==> config.mk <==
export PLATFORM = sky130hd
export DESIGN_NAME = systolic_ctrl
export DESIGN_NICKNAME = d
export VERILOG_FILES = /design/src/rtl/systolic_ctrl.sv
export SDC_FILE = /design/constraint.sdc
export NUM_CORES = 1
export LEC_CHECK = 0
export ABC_AREA = 1
export BUFFER_PORTS_ARGS = -buffer_cell sky130_fd_sc_hd__buf_2
export CORE_AREA = 2 2 39 41
export CTS_BUF_LIST = sky130_fd_sc_hd__clkbuf_4
export DETAILED_ROUTE_END_ITERATION = 10
export DIE_AREA = 0 0 41 43
export GPL_ROUTABILITY_DRIVEN = 0
export PLACE_DENSITY_LB_ADDON = 0.08
export SETUP_SLACK_MARGIN = 0.02
export SYNTH_ARGS = -nofsm -noshare
export SYNTH_HDL_FRONTEND = slang
export SYNTH_SLANG_ARGS = --single-unit
==> constraint.sdc <==
create_clock -name clk -period 2.3 [get_ports clk]
set_input_delay 0.575 -clock clk [delete_from_list [all_inputs] [get_ports clk]]
set_output_delay 0.575 -clock clk [all_outputs]
set_load 0.05 [all_outputs]
==> src/rtl/systolic_ctrl.sv <==
// Sequencer for a DIM x DIM tpumac array: clear, feed, drain, shift-out readout, done.
// Latency: start sampled in cycle 0 -> done pulse in cycle 4*DIM+1; abort returns to IDLE in 1 cycle.
module systolic_ctrl #(
    parameter int DIM = 8,
    parameter int AW  = $clog2(DIM),
    parameter int CW  = $clog2(3*DIM)
) (
    input  logic          clk,
    input  logic          rst_n,
    input  logic          start,
    input  logic          abort,
    output logic          busy,
    output logic          done,
    output logic          mem_rd,
    output logic [AW-1:0] mem_addr,
    output logic          feed_valid,
    output logic          mac_en,
    output logic          mac_wren,
    output logic          c_sel,
    output logic          out_valid,
    output logic [AW-1:0] out_row
);

    typedef enum logic [2:0] {
        S_IDLE, S_CLEAR, S_FEED, S_DRAIN, S_READOUT, S_DONE
    } state_t;

    localparam logic [CW-1:0] FEED_LAST  = CW'(DIM - 1);
    localparam logic [CW-1:0] DRAIN_LAST = CW'(2*DIM - 2);
    localparam logic [CW-1:0] READ_LAST  = CW'(DIM - 1);

    state_t          state_q, state_d;
    logic [CW-1:0]   cnt_q, cnt_d;
    logic            feed_valid_q;
    logic            abort_hit;

    assign abort_hit = abort && (state_q != S_IDLE);

    // The phase counter restarts on every state entry, so no state can inherit a stale count.
    always_comb begin
        state_d = state_q;
        cnt_d   = cnt_q + CW'(1);
        case (state_q)
            S_IDLE: begin
                cnt_d = '0;
                if (start) state_d = S_CLEAR;
            end
            S_CLEAR: begin
                cnt_d   = '0;
                state_d = S_FEED;
            end
            S_FEED: begin
                if (cnt_q == FEED_LAST) begin
                    state_d = S_DRAIN;
                    cnt_d   = '0;
                end
            end
            S_DRAIN: begin
                if (cnt_q == DRAIN_LAST) begin
                    state_d = S_READOUT;
                    cnt_d   = '0;
                end
            end
            S_READOUT: begin
                if (cnt_q == READ_LAST) begin
                    state_d = S_DONE;
                    cnt_d   = '0;
                end
            end
            S_DONE: begin
                state_d = S_IDLE;
                cnt_d   = '0;
            end
            default: begin
                state_d = S_IDLE;
                cnt_d   = '0;
            end
        endcase
        if (abort_hit) begin
            state_d = S_IDLE;
            cnt_d   = '0;
        end
    end

    always_ff @(posedge clk or negedge rst_n) begin
        if (!rst_n) begin
            state_q      <= S_IDLE;
            cnt_q        <= '0;
            feed_valid_q <= 1'b0;
        end else begin
            state_q      <= state_d;
            cnt_q        <= cnt_d;
            feed_valid_q <= mem_rd && !abort_hit;
        end
    end

    assign busy       = (state_q != S_IDLE);
    assign done       = (state_q == S_DONE);
    assign mem_rd     = (state_q == S_FEED);
    assign mem_addr   = mem_rd ? cnt_q[AW-1:0] : '0;
    assign feed_valid = feed_valid_q;
    // Drain keeps the MACs running until the last skewed operand reaches the far corner.
    assign mac_en     = feed_valid_q || (state_q == S_DRAIN);
    assign mac_wren   = (state_q == S_CLEAR) || (state_q == S_READOUT);
    assign c_sel      = (state_q == S_READOUT);
    assign out_valid  = (state_q == S_READOUT);
    assign out_row    = out_valid ? cnt_q[AW-1:0] : '0;

endmodule

# [Word-level counts from Yosys, hierarchy flattened]
# Index checks and enable logic that the tools add are counted.
[totals] reg_bits=9 word_cells=36
[classes] n_addsub=1 eq_ne=11 mux=12 reduce_logical=9
[ops] cell="3-bit 2-to-1 mux" count=7
[ops] cell="5-bit 2-to-1 mux" count=3
[ops] cell="3-bit case mux with 5 select lines" count=1
[ops] cell="5-bit case mux with 2 select lines" count=1
[ops] cell="3-bit by 2-bit == test with 1-bit output (second input constant)" count=2
[ops] cell="3-bit == test (second input constant)" count=2
[ops] cell="3-bit by 1-bit inequality test with 1-bit output (second input constant)" count=2
[ops] cell="3-bit inequality test (second input constant)" count=2
[ops] cell="5-bit by 1-bit adder with 5-bit output (second input constant)" count=1
[ops] cell="5-bit by 3-bit == test with 1-bit output (second input constant)" count=1
[ops] cell="5-bit by 4-bit == test with 1-bit output (second input constant)" count=1
[ops] cell="4-bit AND reduction" count=1
[ops] cell="3-bit by 1-bit == test with 1-bit output (second input constant)" count=1
[ops] cell="3-bit logical NOT" count=1
[ops] cell="3-bit nonzero test" count=1
[ops] cell="1-bit logical AND" count=2
[ops] cell="1-bit logical OR" count=2
[ops] cell="2-bit OR reduction" count=1
[ops] cell="1-bit logical NOT" count=1

# [Depth between registers and ports, before layout]
# Gate-level depths: netlist (run 1).
[depth] depth_word=4 depth_mapped=11 mapped_depth_nobuf=11

# [Worst setup path after synthesis (run 1)]
# Ideal clock, no wire load.
[synth_timing] path_kind="reg2out" startpoint="register state_q[2]" endpoint="output port done" arrival_time_ns=1.580 t_required_ns=1.725 path_slack_ns=0.145 stages_incl_launch_ff=3 path_buffers=0 cell_sequence="dfrtp_1 inv_1 nor3_1"
[synth_via] elab_chain_cells=1
[synth_lines] element="from (decl)" line_no="32" source="state_t state_q, state_d;"
[synth_lines] element="from (signal assigned)" line_no="91" source="state_q <= state_d;"
[synth_lines] element="3-bit == test" line_no="98" source="assign done = (state_q == S_DONE);"
[synth_lines] element="to (decl)" line_no="13" source="output logic done,"
# No other way between the ends.

# [Worst setup path in the final report (run 1)]
[layout_timing] startpoint="register state_q[2]" endpoint="output port mem_addr[1]"
[layout_via] elab_chain_cells=2
[layout_lines] element="3-bit by 2-bit == test with 1-bit output" line_no="99" source="assign mem_rd = (state_q == S_FEED);"
[layout_lines] element="3-bit 2-to-1 mux" line_no="100" source="assign mem_addr = mem_rd ? cnt_q[AW-1:0] : '0;"
[layout_lines] element="to (decl)" line_no="15" source="output logic [AW-1:0] mem_addr,"
# No other way between the ends.

==> key figures, run 1 <==
Critical path
  – Worst r2r path cells: 11
  – Setup slack, reg-to-reg: 0.86 ns
  – FF-to-FF End: state_q[1]$_DFFE_PN0P_
  – CP Max Fanout: 7
  – CP Class: reg -> out
  – Crit path required time: around 1.7 ns
  – R2R Path Start: cnt_q[0]$_DFF_PN0_
  – Worst setup startpoint: state_q[2]$_DFFE_PN0P_
  – Arr. time, crit path: around 1.5 ns
  – CP startpoint kind: flop
  – CP Capture Type: primary output

Synth
  – Syn Nets: 95
  – Post-synth EDFFs: 0
  – Post-synth top cells: nand2_1 (16), inv_1 (14), nor2_1 (11)
  – Yosys warnings: 0
  – Cell area after synthesis: 651 um2
  – Synth Flop Type: dfrtp_1
  – Synth Area per Inst: between 7 and 8 um2
  – Synth top area cells: dfrtp_1 (35%), nand2_1 (9.2%), inv_1 (8.1%)
  – Most frequent cell after synthesis: nand2_1
  – Yosys cell types: 24
  – FFs w/ async S/R, synth: 100%
  – Biggest area consumer among synthesized cells: dfrtp_1
  – Synth top area share: between 30 and 40%
  – Flops & latches, synth: 9
  – Post-synthesis sequential area ratio: between 30% and 40%
  – Syn Inst Count: just under 90

CTS
  – Clock tree root driver cell: clkbuf_4
  – Postcts setup bufs: 0
  – Clk_lat worst skew: 0.27 ns
  – Post-CTS sizing: 0
  – Reg clk slew, reported paths: 0.07 ns
  – CTS Hold Buffers Added: 0
  – Cts bufs inserted: 3
  – TritonCTS clock tree: yes
  – H-tree Lvls: 1
  – # clock sinks: 9
  – Clock buffer depth: 2

Power and ir drop
  – Sequential share of power: 23.6%
  – Psw: approximately 0.54 mW
  – Pint: ~0.42 mW
  – Power Density: roughly 1200 mW/mm2
  – Net switching fraction of the power: a little under three fifths
  – Leak pwr: between 0.4 and 0.5 nW
  – Clk network pwr share: between 10 and 15%
  – Logic pwr share: between 60% and 70%
  – Peak VDD IR: 0.566 mV

Status
  – Outcome: finished clean

Routing
  – WL final: between 1 and 1.5 mm
  – First-pass DRT Iterations: 4
  – Antenna viol nets, final: 0
  – Remaining DRCs: 0
  – Top Layer Used: met4
  – 1st-iter DRT viols: 21
  – Met2 WL post-DR: about 680 um
  – Number of vias per cell: 5.02
  – Met3 Wirelength: ~70 um
  – M1 wire length: slightly below 700 um
  – Vias post-DR: between 600 and 700
  – Wire length per cell: 11.9 um

STA
  – Setup Skew: about 0.0076 ns
  – Final worst path period need: just over 2 ns
  – Maximum clock rate: approximately 480 MHz
  – Final hold vios: 0
  – Slew headroom: 83.2%
  – Unrepaired setup endpoints after global routing: no
  – # setup viols final: 0
  – Worst Max-Slew Pin Slew: between 0.2 and 0.3 ns
  – Final worst path period share: 89.8%
  – Pins Over Slew Limit: 0
  – Fin Setup TNS: 0 ns

Floorplan
  – Die width: slightly above 40 um
  – IO Pins: 18
  – Num rows: 14
  – CORE AREA: ~0.0014 mm2
  – Initial Utilization: a little under half
  – Die footprint: ~0.0018 mm2
  – Die H: 43 um

Worst hold path
  – Hold WC Path Type: in -> async

Global routing
  – Initial antenna violation count: 0
  – Global-route wire length before repair: between 2 and 2.5 mm
  – Pin count of the biggest net entering global routing: 10
  – Vias in the first global route: ~540
  – Total gr overflow: 0
  – Total GRT Usage: 21.1%

Cells and area
  – Layout cells sized above 1: around 33%
  – Fin nets: roughly 120
  – Antenna Diode Count: 0
  – Post-layout util: 56.2%
  – Fillers: between 100 and 150
  – Layout area overhead: 19.6%

Place
  – DP HPWL: approximately 1.2 mm
  – Buffers on Ports: 17

Run
  – Max_cap viols: 0
cells by family (layout without fill, tap and decap cells):
family,after synthesis,after routing,synth area share [%]
AND/OR/NAND/NOR,54,54,41.7
buffers and inverters,16,36,9.81
flip-flops,9,9,34.6
AO/OA/AOI/OAI,6,6,7.31
adder cells (fa/ha/maj),2,2,3.85
XOR/XNOR,2,2,2.69
power by group through the flow:
| stage | logic [mW] | clock network [mW] | registers [mW] |
|---|---|---|---|
| floorplan | 0.477 | 0 | 0.233 |
| global placement | 0.591 | 0 | 0.226 |
| detailed placement | 0.595 | 0 | 0.228 |
| CTS | 0.595 | 0.142 | 0.226 |
| global route | 0.649 | 0.152 | 0.231 |
| finish | 0.593 | 0.139 | 0.227 |
metal layers:
metal | global-route usage [%] | vias to the layer above
met5 | 0 | -
met4 | 16.0 | 0
met3 | 5.24 | 5
met2 | 28.4 | 17
met1 | 27.5 | 285
li1 | - | 321
flip-flops by register name (all words and copies together) (netlist names):
register,flops
state_q,3
cnt_q,5
feed_valid,1
critical path, cell delays in order (launching register included):
cell	delay, ns
dfrtp_1	0.41
inv_1	0.18
nand3_2	0.22
nor2_1	0.14
buf_2	0.27
cell type report:
class                           count  area, um2  share of cell area [%]
Clock buffer                        4       30.0                    3.86
Sequential cell                     9        225                    28.9
Tap cell                           16       20.0                    2.57
Timing Repair Buffer               17       85.1                    10.9
Inverter                           15       56.3                    7.23
Multi-Input combinational cell     64        362                    46.5
through the flow:
| step | hold WS (ns) | area, um2 | total power, mW | instances | setup slack (ns) |
|---|---|---|---|---|---|
| finish | 0.150 | 778 | 0.959 | 125 | 0.234 |
| global route | 0.153 | 778 | 1.03 | 125 | 0.139 |
| CTS | 0.152 | 778 | 0.963 | 125 | 0.225 |
| detailed placement | 0.442 | 748 | 0.824 | 121 | 0.519 |
| global placement | 0.440 | 748 | 0.817 | 121 | 0.563 |
| floorplan | 0.279 | 651 | 0.711 | 89 | 0.145 |
cell usage in the layout (no fill, tap or decap):
cell / count
nand2_4: 1
nand3_2: 2
inv_2: 1
nand2_1: 16
buf_2: 17
clkbuf_4: 4
o31ai_1: 1
ha_1: 2
nor2_4: 1
nor2_1: 11
o21ai_2: 1
o21ai_0: 1
o21ai_1: 1
inv_1: 14
nor2_2: 2
nand4_1: 2
xor2_1: 1
nor3_1: 5
nand3_1: 8
nand2_2: 5
or2_2: 1
a21oi_1: 1
dfrtp_1: 9
a21oi_4: 1
xnor2_1: 1
how the worst max path moves through the flow:
stage / cells past startpoint / slack, ns / endpoint
after global routing: 4 / 0.14 / mem_addr[0]
after CTS: 4 / 0.22 / mem_addr[1]
after global placement: 4 / 0.56 / mem_addr[1]
final: 4 / 0.23 / mem_addr[1]
after detailed placement: 4 / 0.52 / mem_addr[1]
after floorplan: 2 / 0.15 / done
Power figures use the tool's default switching activity.
==> run 2, diff against run 1 <==
--- a/config.mk
+++ b/config.mk
@@ -7,10 +7,10 @@
 export LEC_CHECK = 0
 export ABC_AREA = 1
 export BUFFER_PORTS_ARGS = -buffer_cell sky130_fd_sc_hd__buf_2
-export CORE_AREA = 2 2 39 41
+export CORE_AREA = 5 5 42 44
 export CTS_BUF_LIST = sky130_fd_sc_hd__clkbuf_4
 export DETAILED_ROUTE_END_ITERATION = 10
-export DIE_AREA = 0 0 41 43
+export DIE_AREA = 0 0 47 49
 export GPL_ROUTABILITY_DRIVEN = 0
 export PLACE_DENSITY_LB_ADDON = 0.08
 export SETUP_SLACK_MARGIN = 0.02
==> constraint.sdc (replaced) <==
create_clock -name clk -period 2.3 [get_ports clk]
set_input_delay 0.23 -clock clk [delete_from_list [all_inputs] [get_ports clk]]
set_output_delay 0.23 -clock clk [all_outputs]
set_load 0.05 [all_outputs]
==> run 2 against run 1 <==
Compared with the run above: count of clock-buffer cells in the layout stayed put; clock power is 3% lower; setup slack better by 0.35 ns; core utilization barely moved; non-clock buffer count grew 1; design area grew 1.3%; sequential power barely moved; maximum frequency increased by 21%; via count fell by 1.3%; highest routed layer unchanged; clock skew fell by 0.0047 ns.
==> key figures, run 2 (synthesized netlist as in run 1, its figures left out) <==
Critical path
  – Crit path cell chain: inv_1, nand3_2, nor2_1, buf_2
  – CP startpoint kind: flop
  – Crit path required time: about 2.1 ns
  – Slowest stage cell on the critical path: dfrtp_1
  – Setup slack, reg-to-reg: roughly 0.90 ns
  – CP Max Fanout: 7
  – Arr. time, crit path: approximately 1.5 ns
  – Slowest stage delay, CP: roughly 0.41 ns
  – CP Capture Type: primary output
  – CP Class: reg -> out

Global routing
  – Pin count of the biggest net entering global routing: 10
  – Global-route wire length before repair: 2.28 mm
  – Initial antenna violation count: 0
  – Total GRT Usage: approximately 14%
  – Vias in the first global route: 557
  – Total gr overflow: 0

Place
  – Buffers on Ports: 17
  – DP HPWL: 1.11 mm
  – Pre-CTS worst setup slack: about 0.86 ns

Routing
  – First-pass DRT Iterations: 5
  – 1st-iter DRT viols: 13
  – Antenna viol nets, final: 0
  – Wire length per cell: between 10 and 15 um
  – WL final: approximately 1.4 mm
  – Remaining DRCs: 0
  – Number of vias per cell: between 4 and 5
  – Vias post-DR: 620

STA
  – Final hold vios: 0
  – Worst Max-Slew Pin Slew: ~0.25 ns
  – Unrepaired setup endpoints after global routing: no
  – Maximum clock rate: approximately 580 MHz
  – Final worst path period need: between 1.5 and 2 ns
  – Final worst path period share: between 70 and 80%
  – Setup ws final: between 0.5 and 0.6 ns
  – Setup Skew: about 0.0029 ns
  – Fin Setup TNS: 0 ns
  – Hold slack: 0.196 ns
  – # setup viols final: 0
  – Pins Over Slew Limit: 0
  – Slew headroom: between 80% and 90%

Power and ir drop
  – Psw: about 0.53 mW
  – Power Density: around 1200 mW/mm2
  – Net switching fraction of the power: a little under three fifths
  – Leak pwr: about 0.44 nW
  – Sequential share of power: approximately a quarter
  – Clk network pwr share: ~14%
  – Pint: 0.419 mW
  – Logic pwr share: roughly 62%
  – Peak VDD IR: 0.878 mV

Cells and area
  – Fillers: roughly 140
  – Layout cells sized above 1: roughly 33%
  – Commonest non-fill, non-tap cell in the layout: buf_2
  – Largest Register: cnt_q
  – Antenna Diode Count: 0
  – Number of flip-flops in the largest register: 5
  – Commonest cells after routing, fill and taps aside: buf_2 (17), nand2_1 (16), inv_1 (14)
  – Post-layout util: ~56%
  – Layout area overhead: 21.2%
  – Fin nets: around 120

Run
  – Max_cap viols: 0

CTS
  – # clock sinks: 9
  – H-tree Lvls: 1
  – Clock tree root driver cell: clkbuf_4
  – TritonCTS clock tree: yes
  – Clk_lat worst skew: around 0.26 ns
  – Postcts setup bufs: 0
  – CTS Hold Buffers Added: 1
  – Post-CTS sizing: 0
  – Clock buffer depth: 2
  – Cts bufs inserted: 3
  – Reg clk slew, reported paths: 0.06 ns

Floorplan
  – Num rows: 14
  – CORE AREA: 0.00140 mm2
  – Die footprint: ~0.0023 mm2
  – Initial Utilization: 46.4%
  – IO Pins: 18
  – Die width: ~47 um
  – Die H: between 40 and 50 um

Status
  – Outcome: finished clean

Worst hold path
  – Hold WC Path Type: in -> reg
run 2: cell count changes in the layout (fill, tap and decap cells not counted), sizes merged:
cell	delta
dlygate4sd3	+1
run 2: worst max-delay path, delay by kind of cell (launching register included):
kind / cells / cell delay [ns]
buffers and inverters: 2 / 0.44
DFF: 1 / 0.41
and+or+nand+nor: 2 / 0.36
run 2: worst paths after layout:
check / from / to / cells past startpoint
worst max-delay path: state_q[2]$_DFFE_PN0P_ / mem_addr[2] / 4
worst min-delay path: abort / feed_valid$_DFF_PN0_ / 2
worst max register to register: cnt_q[0]$_DFF_PN0_ / state_q[1]$_DFFE_PN0P_ / 11
worst min register to register: cnt_q[0]$_DFF_PN0_ / cnt_q[0]$_DFF_PN0_ / 1
max in group asynchronous: rst_n / cnt_q[2]$_DFF_PN0_ / 2
min in group asynchronous: rst_n / state_q[0]$_DFFE_PN0P_ / 2
run 2: area by class of cell:
cell class	count	area [um2]	area share (%)
Clock buffer	4	30.0	3.81
Timing Repair Buffer	18	95.1	12.1
Multi-Input combinational cell	64	362	45.9
Inverter	15	56.3	7.14
Sequential cell	9	225	28.6
Tap cell	16	20.0	2.54
run 2: power by group through the flow:
stage | Combinational (mW) | Clock (mW) | Sequential [mW]
floorplan | 0.477 | 0 | 0.233
global placement | 0.595 | 0 | 0.227
detailed placement | 0.595 | 0 | 0.228
CTS | 0.597 | 0.141 | 0.225
global route | 0.648 | 0.148 | 0.230
finish | 0.592 | 0.135 | 0.226
run 2: per-stage QoR:
| step | std cells | instance area [um2] | total power, mW |
|---|---|---|---|
| finish | 126 | 788 | 0.953 |
| global route | 126 | 788 | 1.03 |
| CTS | 126 | 788 | 0.964 |
| detailed placement | 121 | 748 | 0.823 |
| global placement | 121 | 748 | 0.823 |
| floorplan | 89 | 651 | 0.711 |
run 2: layer usage:
layer	track usage [%]	share of wire [%]	up-vias	routed length [um]
met5	0	0	-	0
met4	9.68	3.3	0	45
met3	2.21	6.3	5	87
met2	20.8	45	19	623
met1	17.6	45	272	628
li1	-	-	324	-
